$ cat config.mk
export PLATFORM = sky130hd
export DESIGN_NAME = lsu_ctrl
export DESIGN_NICKNAME = d
export VERILOG_FILES = /design/src/rtl/lsu_pkg.sv /design/src/rtl/lsu_ldext.sv /design/src/rtl/lsu_ctrl.sv
export SDC_FILE = /design/constraint.sdc
export NUM_CORES = 1
export LEC_CHECK = 0
export ABC_AREA = 1
export CAP_MARGIN = 20
export CORE_MARGIN = 10
export CORE_UTILIZATION = 46
export CTS_CLUSTER_SIZE = 12
export DETAILED_ROUTE_END_ITERATION = 10
export HOLD_SLACK_MARGIN = 0.08
export PLACE_DENSITY_LB_ADDON = 0.15
export SLEW_MARGIN = 0
export SYNTH_ARGS = -nofsm -noshare
export SYNTH_HDL_FRONTEND = slang
export SYNTH_SLANG_ARGS = --single-unit
$ cat constraint.sdc
create_clock -name clk -period 2.1 [get_ports clk]
set_input_delay 0.42 -clock clk [delete_from_list [all_inputs] [get_ports clk]]
set_output_delay 0.42 -clock clk [all_outputs]
set_load 0.02 [all_outputs]
$ cat src/rtl/lsu_pkg.sv
// Shared types and encodings for the load/store unit controller.
// The misalignment rule lives here so the FSM and its users agree on it.
package lsu_pkg;

  typedef enum logic [1:0] {
    S_IDLE = 2'd0,
    S_BUSY = 2'd1,
    S_DONE = 2'd2
  } lsu_state_e;

  localparam logic [2:0] LD_LW  = 3'b000;
  localparam logic [2:0] LD_LB  = 3'b001;
  localparam logic [2:0] LD_LBU = 3'b010;
  localparam logic [2:0] LD_LH  = 3'b011;
  localparam logic [2:0] LD_LHU = 3'b100;

  localparam logic [1:0] SZ_SW = 2'b00;
  localparam logic [1:0] SZ_SB = 2'b01;
  localparam logic [1:0] SZ_SH = 2'b10;

  localparam int TIMEOUT_CYCLES_DEF = 255;

  // Byte accesses and unknown load types never fault; the unused store code 11 is treated as a word.
  function automatic logic is_misaligned(input logic       wr,
                                         input logic [2:0] load_size,
                                         input logic [1:0] store_size,
                                         input logic [1:0] addr_lo);
    logic mis;
    mis = 1'b0;
    if (wr) begin
      case (store_size)
        SZ_SB:   mis = 1'b0;
        SZ_SH:   mis = addr_lo[0];
        default: mis = (addr_lo != 2'b00);
      endcase
    end else begin
      case (load_size)
        LD_LW:          mis = (addr_lo != 2'b00);
        LD_LH, LD_LHU:  mis = addr_lo[0];
        default:        mis = 1'b0;
      endcase
    end
    return mis;
  endfunction

endpackage

$ cat src/rtl/lsu_ldext.sv
// Load extraction: picks the addressed byte/half from the returned word
// and sign- or zero-extends it according to the load type.
module lsu_ldext
  import lsu_pkg::*;
(
  input  logic [31:0] rdata,
  input  logic [1:0]  addr_lo,
  input  logic [2:0]  load_size,
  output logic [31:0] ext
);

  logic [7:0]  lanes [4];
  logic [7:0]  byte_sel;
  logic [15:0] half_sel;

  genvar gi;
  generate
    for (gi = 0; gi < 4; gi++) begin : g_lane
      assign lanes[gi] = rdata[8*gi +: 8];
    end
  endgenerate

  assign byte_sel = lanes[addr_lo];
  assign half_sel = addr_lo[1] ? rdata[31:16] : rdata[15:0];

  always_comb begin
    ext = 32'd0;
    case (load_size)
      LD_LW:   ext = rdata;
      LD_LB:   ext = {{24{byte_sel[7]}}, byte_sel};
      LD_LBU:  ext = {24'd0, byte_sel};
      LD_LH:   ext = {{16{half_sel[15]}}, half_sel};
      LD_LHU:  ext = {16'd0, half_sel};
      default: ext = 32'd0;
    endcase
  end

endmodule

$ cat src/rtl/lsu_ctrl.sv
// Load/store unit controller: stalls the pipeline around one memory access,
// formats store lanes, extends load data and reports misalignment/timeouts.
module lsu_ctrl
  import lsu_pkg::*;
#(
  parameter int TIMEOUT_CYCLES = TIMEOUT_CYCLES_DEF
) (
  input  logic        clk,
  input  logic        reset,
  input  logic        MemReqM,
  input  logic        MemWriteM,
  input  logic [2:0]  LoadSize,
  input  logic [1:0]  StoreSize,
  input  logic [31:0] AddrM,
  input  logic [31:0] WriteDataM,
  output logic        StallM,
  output logic [31:0] ReadDataW,
  output logic        LoadValidW,
  output logic        MisalignM,
  output logic        BusErrM,
  output logic        DMemReq,
  output logic        DMemWe,
  output logic [31:0] DMemAddr,
  output logic [31:0] DMemWData,
  output logic [3:0]  DMemBE,
  input  logic        DMemAck,
  input  logic [31:0] DMemRData
);

  localparam int CW = (TIMEOUT_CYCLES > 1) ? $clog2(TIMEOUT_CYCLES) : 1;

  lsu_state_e    state_reg, state_next;
  logic [CW-1:0] cnt_reg;
  logic [31:0]   addr_reg, wdata_reg, rdw_reg, ext_data, wdata_next;
  logic [2:0]    lsize_reg;
  logic [3:0]    be_reg, be_next;
  logic          wr_reg, err_reg;
  logic          misalign, accept, timeout_hit;

  assign misalign    = is_misaligned(MemWriteM, LoadSize, StoreSize, AddrM[1:0]);
  assign accept      = MemReqM && !misalign;
  // Timeout fires on the cycle the counter would reach TIMEOUT_CYCLES.
  assign timeout_hit = (cnt_reg == CW'(TIMEOUT_CYCLES - 1));

  always_comb begin
    be_next    = 4'b1111;
    wdata_next = WriteDataM;
    if (MemWriteM) begin
      case (StoreSize)
        SZ_SB: begin
          be_next    = 4'b0001 << AddrM[1:0];
          wdata_next = {4{WriteDataM[7:0]}};
        end
        SZ_SH: begin
          be_next    = 4'b0011 << {AddrM[1], 1'b0};
          wdata_next = {2{WriteDataM[15:0]}};
        end
        default: begin
          be_next    = 4'b1111;
          wdata_next = WriteDataM;
        end
      endcase
    end
  end

  always_ff @(posedge clk) begin
    if (reset) begin
      state_reg <= S_IDLE;
    end else begin
      state_reg <= state_next;
    end
  end

  always_comb begin
    state_next = state_reg;
    case (state_reg)
      S_IDLE:  if (accept) state_next = S_BUSY;
      S_BUSY:  if (DMemAck || timeout_hit) state_next = S_DONE;
      S_DONE:  state_next = S_IDLE;
      default: state_next = S_IDLE;
    endcase
  end

  always_comb begin
    StallM     = 1'b0;
    MisalignM  = 1'b0;
    DMemReq    = 1'b0;
    DMemWe     = 1'b0;
    DMemBE     = 4'b0000;
    LoadValidW = 1'b0;
    BusErrM    = 1'b0;
    case (state_reg)
      S_IDLE: begin
        StallM    = accept;
        MisalignM = MemReqM && misalign;
      end
      S_BUSY: begin
        StallM  = 1'b1;
        DMemReq = 1'b1;
        DMemWe  = wr_reg;
        DMemBE  = be_reg;
      end
      S_DONE: begin
        LoadValidW = !wr_reg && !err_reg;
        BusErrM    = err_reg;
      end
      default: ;
    endcase
  end

  always_ff @(posedge clk) begin
    if (reset) begin
      cnt_reg   <= '0;
      addr_reg  <= 32'd0;
      wdata_reg <= 32'd0;
      rdw_reg   <= 32'd0;
      lsize_reg <= 3'd0;
      be_reg    <= 4'd0;
      wr_reg    <= 1'b0;
      err_reg   <= 1'b0;
    end else begin
      case (state_reg)
        S_IDLE: begin
          if (accept) begin
            addr_reg  <= AddrM;
            wdata_reg <= wdata_next;
            lsize_reg <= LoadSize;
            be_reg    <= be_next;
            wr_reg    <= MemWriteM;
            err_reg   <= 1'b0;
            cnt_reg   <= '0;
          end
        end
        S_BUSY: begin
          if (DMemAck) begin
            rdw_reg <= wr_reg ? 32'd0 : ext_data;
            cnt_reg <= '0;
          end else if (timeout_hit) begin
            rdw_reg <= 32'd0;
            err_reg <= 1'b1;
            cnt_reg <= '0;
          end else begin
            cnt_reg <= cnt_reg + CW'(1);
          end
        end
        default: ;
      endcase
    end
  end

  lsu_ldext u_ldext (
    .rdata     (DMemRData),
    .addr_lo   (addr_reg[1:0]),
    .load_size (lsize_reg),
    .ext       (ext_data)
  );

  assign ReadDataW = rdw_reg;
  assign DMemAddr  = {addr_reg[31:2], 2'b00};
  assign DMemWData = wdata_reg;

endmodule

; Yosys cells after proc, flatten, opt, wreduce, memory -nomap -nowiden
; Index checks and enable logic that the tools add are counted.
[word_totals]
reg_bits = 115
word_cells = 81
[op_classes]
n_addsub = 1
n_lt_le_gt_ge = 1
eq_ne = 15
shifts = 2
n_mux = 33
n_bitwise = 1
reduce_logical = 19
[op_table]
columns = cell, count
row1 = case mux 32 bit (5 select lines), 1
row2 = 2-to-1 mux 32 bit, 4
row3 = case mux 32 bit (2 select lines), 1
row4 = 2-to-1 mux 8 bit, 5
row5 = binary-select mux 8 bit (select 2 bit), 1
row6 = 2-to-1 mux 16 bit, 1
row7 = case mux 8 bit (2 select lines), 1
row8 = "equality test 3 x 2 -> 1 bit, second input constant", 3
row9 = 2-to-1 mux 1 bit, 9
row10 = "adder 8 x 1 -> 8 bit, second input constant", 1
row11 = "equality test 8 bit, second input constant", 1
row12 = 2-to-1 mux 4 bit, 2
row13 = "inequality test 2 bit, second input constant", 4
row14 = case mux 1 bit (2 select lines), 4
row15 = case mux 4 bit (2 select lines), 1
row16 = AND reduction 2 bit, 4
row17 = "equality test 3 bit, second input constant", 2
row18 = zero test 3 bit, 2
row19 = nonzero test 2 bit, 3
row20 = "equality test 2 x 1 -> 1 bit, second input constant", 2
row21 = "equality test 2 bit, second input constant", 2
row22 = 2-to-1 mux 2 bit, 2
row23 = case mux 2 bit (2 select lines), 1
row24 = AND reduction 4 bit, 1
row25 = 10 further kinds, 14

; Depth between registers and ports, before layout
; Gate-level depths: netlist of the first run.
[depth]
word_depth = 8
mapped_depth = 12
mapped_depth_nobuf = 10

; By module
; Synthesis of the first run repeated with hierarchy kept, for this count alone.
[unflattened]
cells_unflattened = 894
area_unflattened_um2 = 6069.6
[modules_own_cells]
columns = mod, instances, cells_each, area_each_um2, seq_area_each_um2
row1 = lsu_ctrl, 1, 705, 5197.5, 2302.2
row2 = lsu_ldext, 1, 189, 872.1, 0.0

; Least setup slack after synthesis of the first run
; OpenSTA, ideal clock, no wires.
[synth_timing]
kind = input to output
from = in StoreSize[0]
to = out MisalignM
arrival_time_ps = 1859
path_slack_ps = -179
path_stages = 8
cell_sequence = inv_1 ha_1 buf_2 nor2_4 a21oi_2 nand2_4 clkbuf_1 nor3_1
[synth_between]
elab_chain_cells = 5
elab_cells_between_ends = 6
[synth_lines]
columns = element, line
row1 = start: declaration, lsu_ctrl.sv:13  ; input logic [1:0] StoreSize,
row2 = equality test 2 bit / equality test 2 x 1 -> 1 bit (equally long branches), lsu_pkg.sv:31  ; case (store_size)
row3 = case mux 1 bit (2 select lines) (*), lsu_pkg.sv:31
row4 = 2-to-1 mux 1 bit (*), lsu_pkg.sv:30  ; if (wr) begin
row5 = logical AND 1 bit (*), lsu_ctrl.sv:95  ; MisalignM = MemReqM && misalign;
row6 = 2-to-1 mux 1 bit (*), lsu_ctrl.sv:92  ; case (state_reg)
row7 = end: declaration, lsu_ctrl.sv:19  ; output logic MisalignM,
; Mark *: on every way between the ends. The rest lies on a longest branch, timed or not.

; Worst setup path after layout of the first run
[layout_timing]
from = reg state_reg[0]
to = out DMemBE[1]
[layout_between]
elab_chain_cells = 2
[layout_lines]
columns = element, line
row1 = start: declaration, lsu_ctrl.sv:32  ; lsu_state_e state_reg, state_next;
row2 = start signal: assignment, lsu_ctrl.sv:70  ; state_reg <= state_next;
row3 = equality test 2 x 1 -> 1 bit, lsu_ctrl.sv:92
row4 = 2-to-1 mux 4 bit, lsu_ctrl.sv:92
row5 = end: declaration, lsu_ctrl.sv:25  ; output logic [3:0] DMemBE,
; No other way between the ends.

==> metrics.cfg, run 1 <==
[route]
vias_per_cell=4.80
detail-route-antenna-nets=0
wl_um=18900
vias=6234
avgRoutedWirePerCell_um=14.5
dr.pass1.iters=5
first_iter_violations=526
drc_errors=0

[grt]
grtUsageTotal_pct=20.3
first_global_vias=5843
grt_max_degree=74
grt_pass1_wl_um=30000
gr-total-overflow=0
antenna_found_initial=1

[timing]
worstMarginPinSlew_ns=0.552
skew_ns=0.00554
min_period_ns=2.01
max_slew_margin_pct=63.1
rsz0062_at_grt=false
tns_ns=0
fin_crit_sh_pct=95.7
whs_ns=0.340
fmax_mhz=498
worst_slack_ns=0.0911
final_max_slew_viol_count=0
hold_viol_final=0
setup_viol=0

[worst_setup_path]
r2r_end=be_reg[1]$_SDFFE_PP0P_
critical_path_class=flop to output port
cp_max_fo=9
end_kind=output port
start_kind=flop
cp.required_ns=1.68
reg2reg_from=state_reg[1]$_SDFFE_PP0P_
arrival_ns=1.59
rrSetupSlack_ns=0.34
reg2reg_depth=9

[power]
p_sw_w=0.00189
p_sw_share_pct=28.3
p_clk_share_pct=40.0
p_leak_nw=3.77
power_density_mw_per_mm2=762
ir_worst_vdd_mv=0.417
internal_power_w=0.00478
p_comb_share_pct=23.8
seq_power_share_pct=36.2

[die]
pin_count=212
start_util_pct=47.7
die_w_um=135
coreArea_sq_mm=0.0128
std_cell_rows=41
dieHeight_um=135
die_area_sq_mm=0.0182

[synth]
synth-seq-cells=115
yosys_warnings=0
syn_avg_cell_area_sq_um=6.50
syn_area_sq_mm=0.00609
synth_cell_type_count=36
ys_seq_area_share_pct=37.8
syn_inst=936

[clocking]
cts-root-buf=clkbuf_16
clk-insertion-delay-late_ns=0.41
clockBufferDepth=2
htree_levels=4
clk_pin_slew_ns=0.05
cts_tree=built
numCtsBuffers=17
cts_sinks=115

[placed_design]
place_inst=1265
hpwl_um=14100
numPortBuffers=209
gp_congestion=0.902
post-place-ws_ns=-0.694

[cells_and_area]
fin_cells=1298
area_delta_synth_final_pct=43.8
drive_above_1_share_pct=7.56
fin_nets=1222

[hold_path]
worstHoldStart=LoadSize[1]
hold_end=lsize_reg[1]$_SDFFE_PP0P_
whs_path_depth=3
hp-class=primary input to flop

[outcome]
status=finished clean

[flow_run]
maxCapViolCount=0

==> synthesized netlist by cell type <==
library cell  instances  share of area, %
a21o_1                1              0.12
a21oi_1              80               6.6
a21oi_2               2              0.29
and3_1                1              0.10
buf_1                 1             0.062
buf_2                14               1.2
buf_4                38               4.7
buf_6                10               1.8
buf_8                 2              0.49
clkbuf_1             18               1.1
clkinv_1              1             0.062
conb_1                1             0.062
dfxtp_1             115                38
ha_1                  4              0.82
inv_1                63               3.9
inv_2                 3              0.18
inv_4                 1              0.10
inv_8                 1              0.18
nand2_1             303                19
nand2_4               2              0.37
nand3_1              73               6.0
nand3_2               7               1.2
nand4_1               1              0.10
nor2_1              116               7.2
nor2_2                1              0.10
nor2_4                2              0.37
nor3_1                2              0.16
nor4_1                1              0.10
o21ai_0              55               4.5
o21ai_1              10              0.82
o21ai_2               1              0.14
o22ai_1               1              0.10
or2_1                 1              0.10
or2_2                 1              0.10
xnor2_1               1              0.14
xor2_1                2              0.29
==> cells by family (layout without fill, tap and decap cells) <==
kind of cell,Yosys count,in the layout,share of synthesized area (%)
simple gates,511,511,34.5
buf+inv,152,339,13.8
compound gates,150,150,12.6
flops,115,115,37.8
fa+ha+maj,4,4,0.822
xor+xnor,3,3,0.432
other cells,1,4,0.0616
==> stage by stage <==
| stage | power [W] | instance area (sq um) | utilization (%) |
|---|---|---|---|
| 6_report | 0.00667 | 8750 | 68.5 |
| 5_1_grt | 0.00700 | 8750 | 68.5 |
| 4_1_cts | 0.00672 | 8720 | 68.3 |
| 3_5_place_dp | 0.00404 | 8170 | 64.0 |
| 3_3_place_gp | 0.00402 | 8170 | 64.0 |
| 2_1_floorplan | 0.00344 | 6100 | - |
==> cell type report <==
class,instances,area (sq um)
Fill cell,1132,4020
Multi-Input combinational cell,670,2990
Timing Repair Buffer,239,2420
Sequential cell,115,2300
Clock buffer,26,499
Inverter,69,269
Tap cell,172,215
Clock inverter,5,50.0
Antenna cell,2,5.00
==> placed cells by master, fill, tap and decap left out, types with 3 or more instances in the layout <==
master / n
clkbuf_8: 4
nand3_2: 7
buf_6: 3
nand3_1: 73
a21oi_1: 80
inv_2: 4
nand2_1: 301
inv_1: 62
o21ai_1: 10
clkinv_2: 4
nor2_1: 116
buf_12: 9
dlygate4sd2_1: 9
dfxtp_1: 115
ha_1: 3
clkbuf_1: 5
clkdlybuf4s50_1: 194
buf_4: 20
clkbuf_16: 17
o21ai_0: 55
==> worst max-delay path by stage <==
| stage | slack (ns) | to | depth (start not counted) | from |
|---|---|---|---|---|
| floorplan | 0.04 | MisalignM | 8 | StoreSize[0] |
| global placement | -0.69 | StallM | 9 | StoreSize[0] |
| detailed placement | -0.69 | StallM | 9 | StoreSize[0] |
| CTS | 0.005 | StallM | 10 | LoadSize[1] |
| global route | 0.004 | DMemBE[2] | 5 | state_reg[0]$_SDFFE_PP0P_ |
| finish | 0.09 | DMemBE[1] | 5 | state_reg[0]$_SDFFE_PP0P_ |
==> critical path, cell delays in order, from the launching register on <==
cell,delay [ns]
dfxtp_1,0.34
inv_2,0.06
nor2_4,0.08
inv_1,0.18
nor2_1,0.16
clkdlybuf4s15_1,0.35
==> power by group through the flow <==
stage / combinational, W / clock (W) / sequential, W
2_1_floorplan: 0.000929 / 0 / 0.00251
3_3_place_gp: 0.00157 / 0 / 0.00245
3_5_place_dp: 0.00158 / 0 / 0.00246
4_1_cts: 0.00159 / 0.00271 / 0.00241
5_1_grt: 0.00175 / 0.00282 / 0.00243
6_report: 0.00159 / 0.00267 / 0.00241
==> routing by layer <==
layer | global-route usage, % | share of wire (%)
met5 | 0 | 0
met3 | 6.94 | 9.1
met1 | 23.9 | 42
met2 | 33.8 | 48
met4 | 6.58 | 1.6
==> timing repair <==
item / 4_1_cts / 5_1_grt
hold buffers: 0 / 0
setup buffers: 0 / 0
gates resized for setup: 24 / 7
pin swaps: 4 / 1
setup endpoints to repair: 69 / 62
Note: power is estimated with default switching activity, not from simulation.
==> inputs of run 2 (changes only) <==
- CAP_MARGIN: 20 -> 15
- SETUP_SLACK_MARGIN: not set -> 0.1
==> run 2 against run 1 <==
  * Sequential power is essentially flat
  * Power shrank 0.81%
  * Clock power down 1%
  * Highest routed layer unchanged
  * Critical path depth up 1
==> metrics.cfg, run 2 (synthesis gave the netlist of run 1 again) <==
[outcome]
status=finished clean  ; unchanged

[grt]
antenna_found_initial=2  ; was 1
grtUsageTotal_pct=20.2  ; was 20.3%
grt_max_degree=74  ; unchanged
first_global_vias=5939  ; was 5843
grt_pass1_wl_um=29900  ; was 30000 um
gr-total-overflow=0  ; unchanged

[cells_and_area]
area_delta_synth_final_pct=42.9  ; was 43.8%
final_cell_mix=nand2_1, clkdlybuf4s50_1, nor2_1, dfxtp_1, a21oi_1  ; unchanged
post-route-util_pct=68.1  ; was 68.5%
fillCellCount=1188  ; was 1132
fin_nets=1224  ; was 1222
layout_commonest_cell=nand2_1  ; unchanged
final_cell_area_sq_mm=0.00870  ; was 0.00875 sq mm
drive_above_1_share_pct=8.44  ; was 7.56%

[power]
power.total_w=0.00661  ; was 0.00667 W
power_density_mw_per_mm2=761  ; was 762 mW/mm^2
ir_worst_vdd_mv=0.513  ; was 0.417 mV
p_leak_nw=3.75  ; was 3.77 nW

[route]
avgRoutedWirePerCell_um=14.4  ; was 14.5 um
first_iter_violations=429  ; was 526
dr.pass1.iters=5  ; unchanged
wl_um=18800  ; was 18900 um
vias=6268  ; was 6234
drc_errors=0  ; unchanged
detail-route-antenna-nets=0  ; unchanged
vias_per_cell=4.83  ; was 4.80

[timing]
hold_viol_final=0  ; unchanged
fmax_mhz=521  ; was 498 MHz
min_period_ns=1.92  ; was 2.01 ns
final_max_slew_viol_count=0  ; unchanged
skew_ns=0.00552  ; was 0.00554 ns
setup_viol=0  ; unchanged
whs_ns=0.432  ; was 0.340 ns
rsz0062_at_grt=false  ; unchanged
tns_ns=0  ; unchanged
fin_crit_sh_pct=91.4  ; was 95.7%

[die]
die_area_sq_mm=0.0182  ; unchanged
std_cell_rows=41  ; unchanged
dieHeight_um=135  ; unchanged
pin_count=212  ; unchanged
coreArea_sq_mm=0.0128  ; unchanged
start_util_pct=47.7  ; unchanged
die_w_um=135  ; unchanged

[worst_setup_path]
reg2reg_from=state_reg[1]$_SDFFE_PP0P_  ; unchanged
cp.required_ns=1.68  ; about the same
crit_path_start=state_reg[0]$_SDFFE_PP0P_  ; unchanged
cp_max_fo=8  ; was 9
critPathSlowestCell=dfxtp_1  ; was clkdlybuf4s15_1
path_cells=inv_2, nor2_4, clkinvlp_4, buf_4, nand2_2, buf_6  ; was inv_2, nor2_4, inv_1, nor2_1, clkdlybuf4s15_1
arrival_ns=1.50  ; was 1.59 ns
critPathBufInv=4  ; was 3
rrSetupSlack_ns=0.44  ; was 0.34 ns
end_kind=output port  ; unchanged
cp_top_family=buffers and inverters  ; unchanged
critical_path_class=flop to output port  ; unchanged
start_kind=flop  ; unchanged
crit_path_max_incr_delay_ns=0.34  ; was 0.35 ns

[flow_run]
maxCapViolCount=0  ; unchanged

[hold_path]
hp-class=primary input to flop  ; unchanged
worstHoldStart=AddrM[1]  ; was LoadSize[1]

[clocking]
clk_pin_slew_ns=0.05  ; about the same
clockBufferDepth=2  ; unchanged
numCtsBuffers=17  ; unchanged
htree_levels=4  ; unchanged
cts-root-buf=clkbuf_16  ; unchanged
cts_sinks=115  ; unchanged
ctsHoldBuffers=0  ; unchanged
cts_tree=built  ; unchanged
clk-insertion-delay-late_ns=0.41  ; about the same

[placed_design]
dpl_cell_area_sq_mm=0.00815  ; was 0.00817 sq mm
gp_congestion=0.862  ; was 0.902
hpwl_um=13900  ; was 14100 um
numPortBuffers=209  ; unchanged

[run 2: per-layer routing]
metal,global-route usage [%],up-vias,wire [um]
li1,-,3290,-
met1,22.4,2773,7820
met2,34.0,178,8980
met3,8.27,27,1660
met4,7.42,0,297
met5,0,-,0
[run 2: power by group]
group          internal [W]  switching (W)  total, W
sequential          0.00233      0.0000825   0.00241
combinational      0.000707       0.000867   0.00157
clock               0.00167       0.000955   0.00263
[run 2: path summary, 6_finish.rpt]
| kind | cells after the start | to |
|---|---|---|
| setup / recovery | 6 | StallM |
| hold / removal | 4 | be_reg[0]$_SDFFE_PP0P_ |
| setup reg to reg | 8 | DMemWData[7]$_SDFFE_PP0P_ |
| hold reg to reg | 2 | ReadDataW[20]$_SDFFE_PP0P_ |
[run 2: timing repair]
action | in CTS | in global routing
pin swaps | 3 | 4
endpoints found under the setup margin | 87 | 49
gates resized for setup | 34 | 13
buffers inserted | 0 | 2
gates cloned | 0 | 0
[run 2: stage by stage]
step | cells | setup slack [ns]
after floorplan | 937 | 0.101
after global placement | 1265 | -0.736
after detailed placement | 1265 | -0.760
after CTS | 1295 | 0.0537
after global routing | 1298 | 0.113
final | 1299 | 0.180
[run 2: worst reg2reg max path, stage by stage (launching register included)]
cell	delay (ns)
dfxtp_1	0.40
inv_1	0.08
nand2_1	0.14
nor2_2	0.08
nand2_4	0.08
buf_6	0.30
buf_4	0.31
nand2_1	0.08
a21oi_1	0.14
[run 2: layout make-up]
cell class	count	area, sq um	area share (%)
multi-input cells	670	2980	34.2
repair buffers	241	2380	27.4
flip-flops and latches	115	2300	26.5
clock buffers	26	519	5.97
inverters	69	273	3.14
well taps	172	215	2.47
clock inverters	4	22.5	0.259
diodes	2	5.00	0.0575
==> inputs of run 3 (changes only) <==
- REMOVE_ABC_BUFFERS: not set -> 1
==> run 3 against run 2 <==
  * Sequential share of layout area is 0.068 points lower
  * Maximum frequency is 0.47% higher
  * Critical path depth is 1 higher
  * Global-route usage is 0.68 points higher
  * First-iteration DRC count is 7.2% higher
  * Combinational power hardly changed
==> metrics.cfg, run 3 (synthesis gave the netlist of run 1 again) <==
[clocking]
clk_pin_slew_ns=0.05  ; about the same
postCtsSetupBuffers=0  ; unchanged
clockBufferDepth=2  ; unchanged
clk-insertion-delay-late_ns=0.42  ; was 0.41 ns
numCtsBuffers=17  ; unchanged
htree_levels=4  ; unchanged
ctsHoldBuffers=0  ; unchanged
cts_tree=built  ; unchanged
cts_sinks=115  ; unchanged
cts-root-buf=clkbuf_16  ; unchanged

[cells_and_area]
antenna_cells=0  ; was 2
area_delta_synth_final_pct=43.2  ; was 42.9%
seq_area_sq_mm=0.00230  ; unchanged
fillCellCount=1136  ; was 1188
multi_input_area_sq_mm=0.00297  ; was 0.00298 sq mm
final_cell_mix=nand2_1, clkdlybuf4s50_1, nor2_1, dfxtp_1, a21oi_1  ; unchanged
fin_nets=1223  ; was 1224
layout_commonest_cell=nand2_1  ; unchanged
drive_above_1_share_pct=8.17  ; was 8.44%

[timing]
tns_ns=0  ; unchanged
hold_viol_final=0  ; unchanged
fin_crit_sh_pct=91.0  ; was 91.4%
final_max_slew_viol_count=0  ; unchanged
setup_viol=0  ; unchanged
min_period_ns=1.91  ; was 1.92 ns
skew_ns=0.00573  ; was 0.00552 ns
fmax_mhz=523  ; was 521 MHz
rsz0062_at_grt=false  ; unchanged

[worst_setup_path]
cpMostUsedCell=nand2_4
cp_max_fo=3  ; was 8
critical_path_class=primary input to output port  ; was flop to output port
arrival_ns=1.49  ; was 1.50 ns
critPathSlowestCell=clkdlybuf4s50_1  ; was dfxtp_1
cp.required_ns=1.68  ; about the same
crit_path_max_incr_delay_ns=0.48  ; was 0.34 ns
cp_top_family=buffers and inverters  ; unchanged
start_kind=primary input  ; was flop
path_cells=clkdlybuf4s50_1, nor2_1, a21oi_2, nand2_4, nand2_4, nand2_1, buf_4  ; was inv_2, nor2_4, clkinvlp_4, buf_4, nand2_2, buf_6
critPathBufInv=2  ; was 4
end_kind=output port  ; unchanged

[grt]
grt_max_degree=74  ; unchanged
grtUsageTotal_pct=20.9  ; was 20.2%
grt_pass1_wl_um=30800  ; was 29900 um
first_global_vias=6039  ; was 5939
antenna_found_initial=2  ; unchanged
gr-total-overflow=0  ; unchanged

[route]
avgRoutedWirePerCell_um=14.7  ; was 14.4 um
first_iter_violations=460  ; was 429
dr.pass1.iters=5  ; unchanged
vias_per_cell=4.91  ; was 4.83
drc_errors=0  ; unchanged
wl_um=19100  ; was 18800 um
detail-route-antenna-nets=0  ; unchanged
vias=6374  ; was 6268

[hold_path]
hp-class=primary input to flop  ; unchanged

[power]
power.total_w=0.00692  ; was 0.00661 W
ir_worst_vdd_mv=0.558  ; was 0.513 mV
p_leak_nw=3.78  ; was 3.75 nW
power_density_mw_per_mm2=794  ; was 761 mW/mm^2

[die]
coreArea_sq_mm=0.0128  ; unchanged
die_area_sq_mm=0.0182  ; unchanged
std_cell_rows=41  ; unchanged
die_w_um=135  ; unchanged
dieHeight_um=135  ; unchanged
pin_count=212  ; unchanged
start_util_pct=47.7  ; unchanged

[placed_design]
numPortBuffers=209  ; unchanged
gp_congestion=0.884  ; was 0.862
hpwl_um=13900  ; about the same

[flow_run]
maxCapViolCount=0  ; unchanged

[outcome]
status=finished clean  ; unchanged

[run 3: cell types whose count changed in the layout (fill, tap and decap cells not counted), moves of 3 or more]
cell and delta:
buf_4 +3, buf_6 -4, bufinv_16 +3, clkbuf_2 -4, clkbuf_8 -5, clkinv_4 +4
dlygate4sd2_1 +3
[run 3: per-stage QoR]
| step | utilization [%] | setup WS, ns | hold WS (ns) | area [sq um] | cells |
|---|---|---|---|---|---|
| floorplan | - | -0.453 | 0.444 | 5520 | 854 |
| CTS | 68.3 | 0.0923 | 0.449 | 8720 | 1298 |
| detailed placement | 63.7 | -0.674 | 0.454 | 8130 | 1266 |
| finish | 68.3 | 0.189 | 0.422 | 8720 | 1298 |
| global route | 68.3 | 0.118 | 0.459 | 8720 | 1298 |
| global placement | 63.7 | -0.655 | 0.451 | 8130 | 1266 |
[run 3: worst min-delay path, cell delays in order]
cell and delay (ns):
clkbuf_2 0.18, o21ai_0 0.11, nor2_1 0.09
[run 3: cell type report]
cell class	instances	area share, %
tap	172	2.47
sequential	115	26.4
inverter	69	3.09
clock inverter	13	1.84
clock buffer	19	5.08
timing repair buffer	240	27.1
multi-input combinational	670	34.0
[run 3: path summary, 6_finish.rpt]
check | startpoint | endpoint | slack, ns | depth (start not counted)
hold reg to reg | ReadDataW[5]$_SDFFE_PP0P_ | ReadDataW[5]$_SDFFE_PP0P_ | 0.46 | 2
setup / recovery | AddrM[1] | StallM | 0.19 | 7
hold / removal | AddrM[0] | addr_reg[0]$_SDFFE_PP0P_ | 0.42 | 3
setup reg to reg | cnt_reg[0]$_SDFFE_PP0P_ | ReadDataW[10]$_SDFFE_PP0P_ | 0.41 | 8
[run 3: layer usage]
metal	vias to the layer above	part of all wire (%)	GRT usage, %
met5	-	0.16	0
met4	4	1.2	6.28
li1	3285	-	-
met1	2864	41	24.1
met3	26	10	9.09
met2	195	47	34.2
[run 3: power by group]
group          switching (W)  leakage [nW]  internal [W]  total [W]
logic               0.000869          2.55      0.000696    0.00157
registers          0.0000846         0.939       0.00233    0.00241
clock network        0.00106         0.293       0.00189    0.00295
[run 3: timing repair]
action	CTS	global route
gates resized for setup	26	7
endpoints found under the setup margin	65	9
pin swaps	1	1
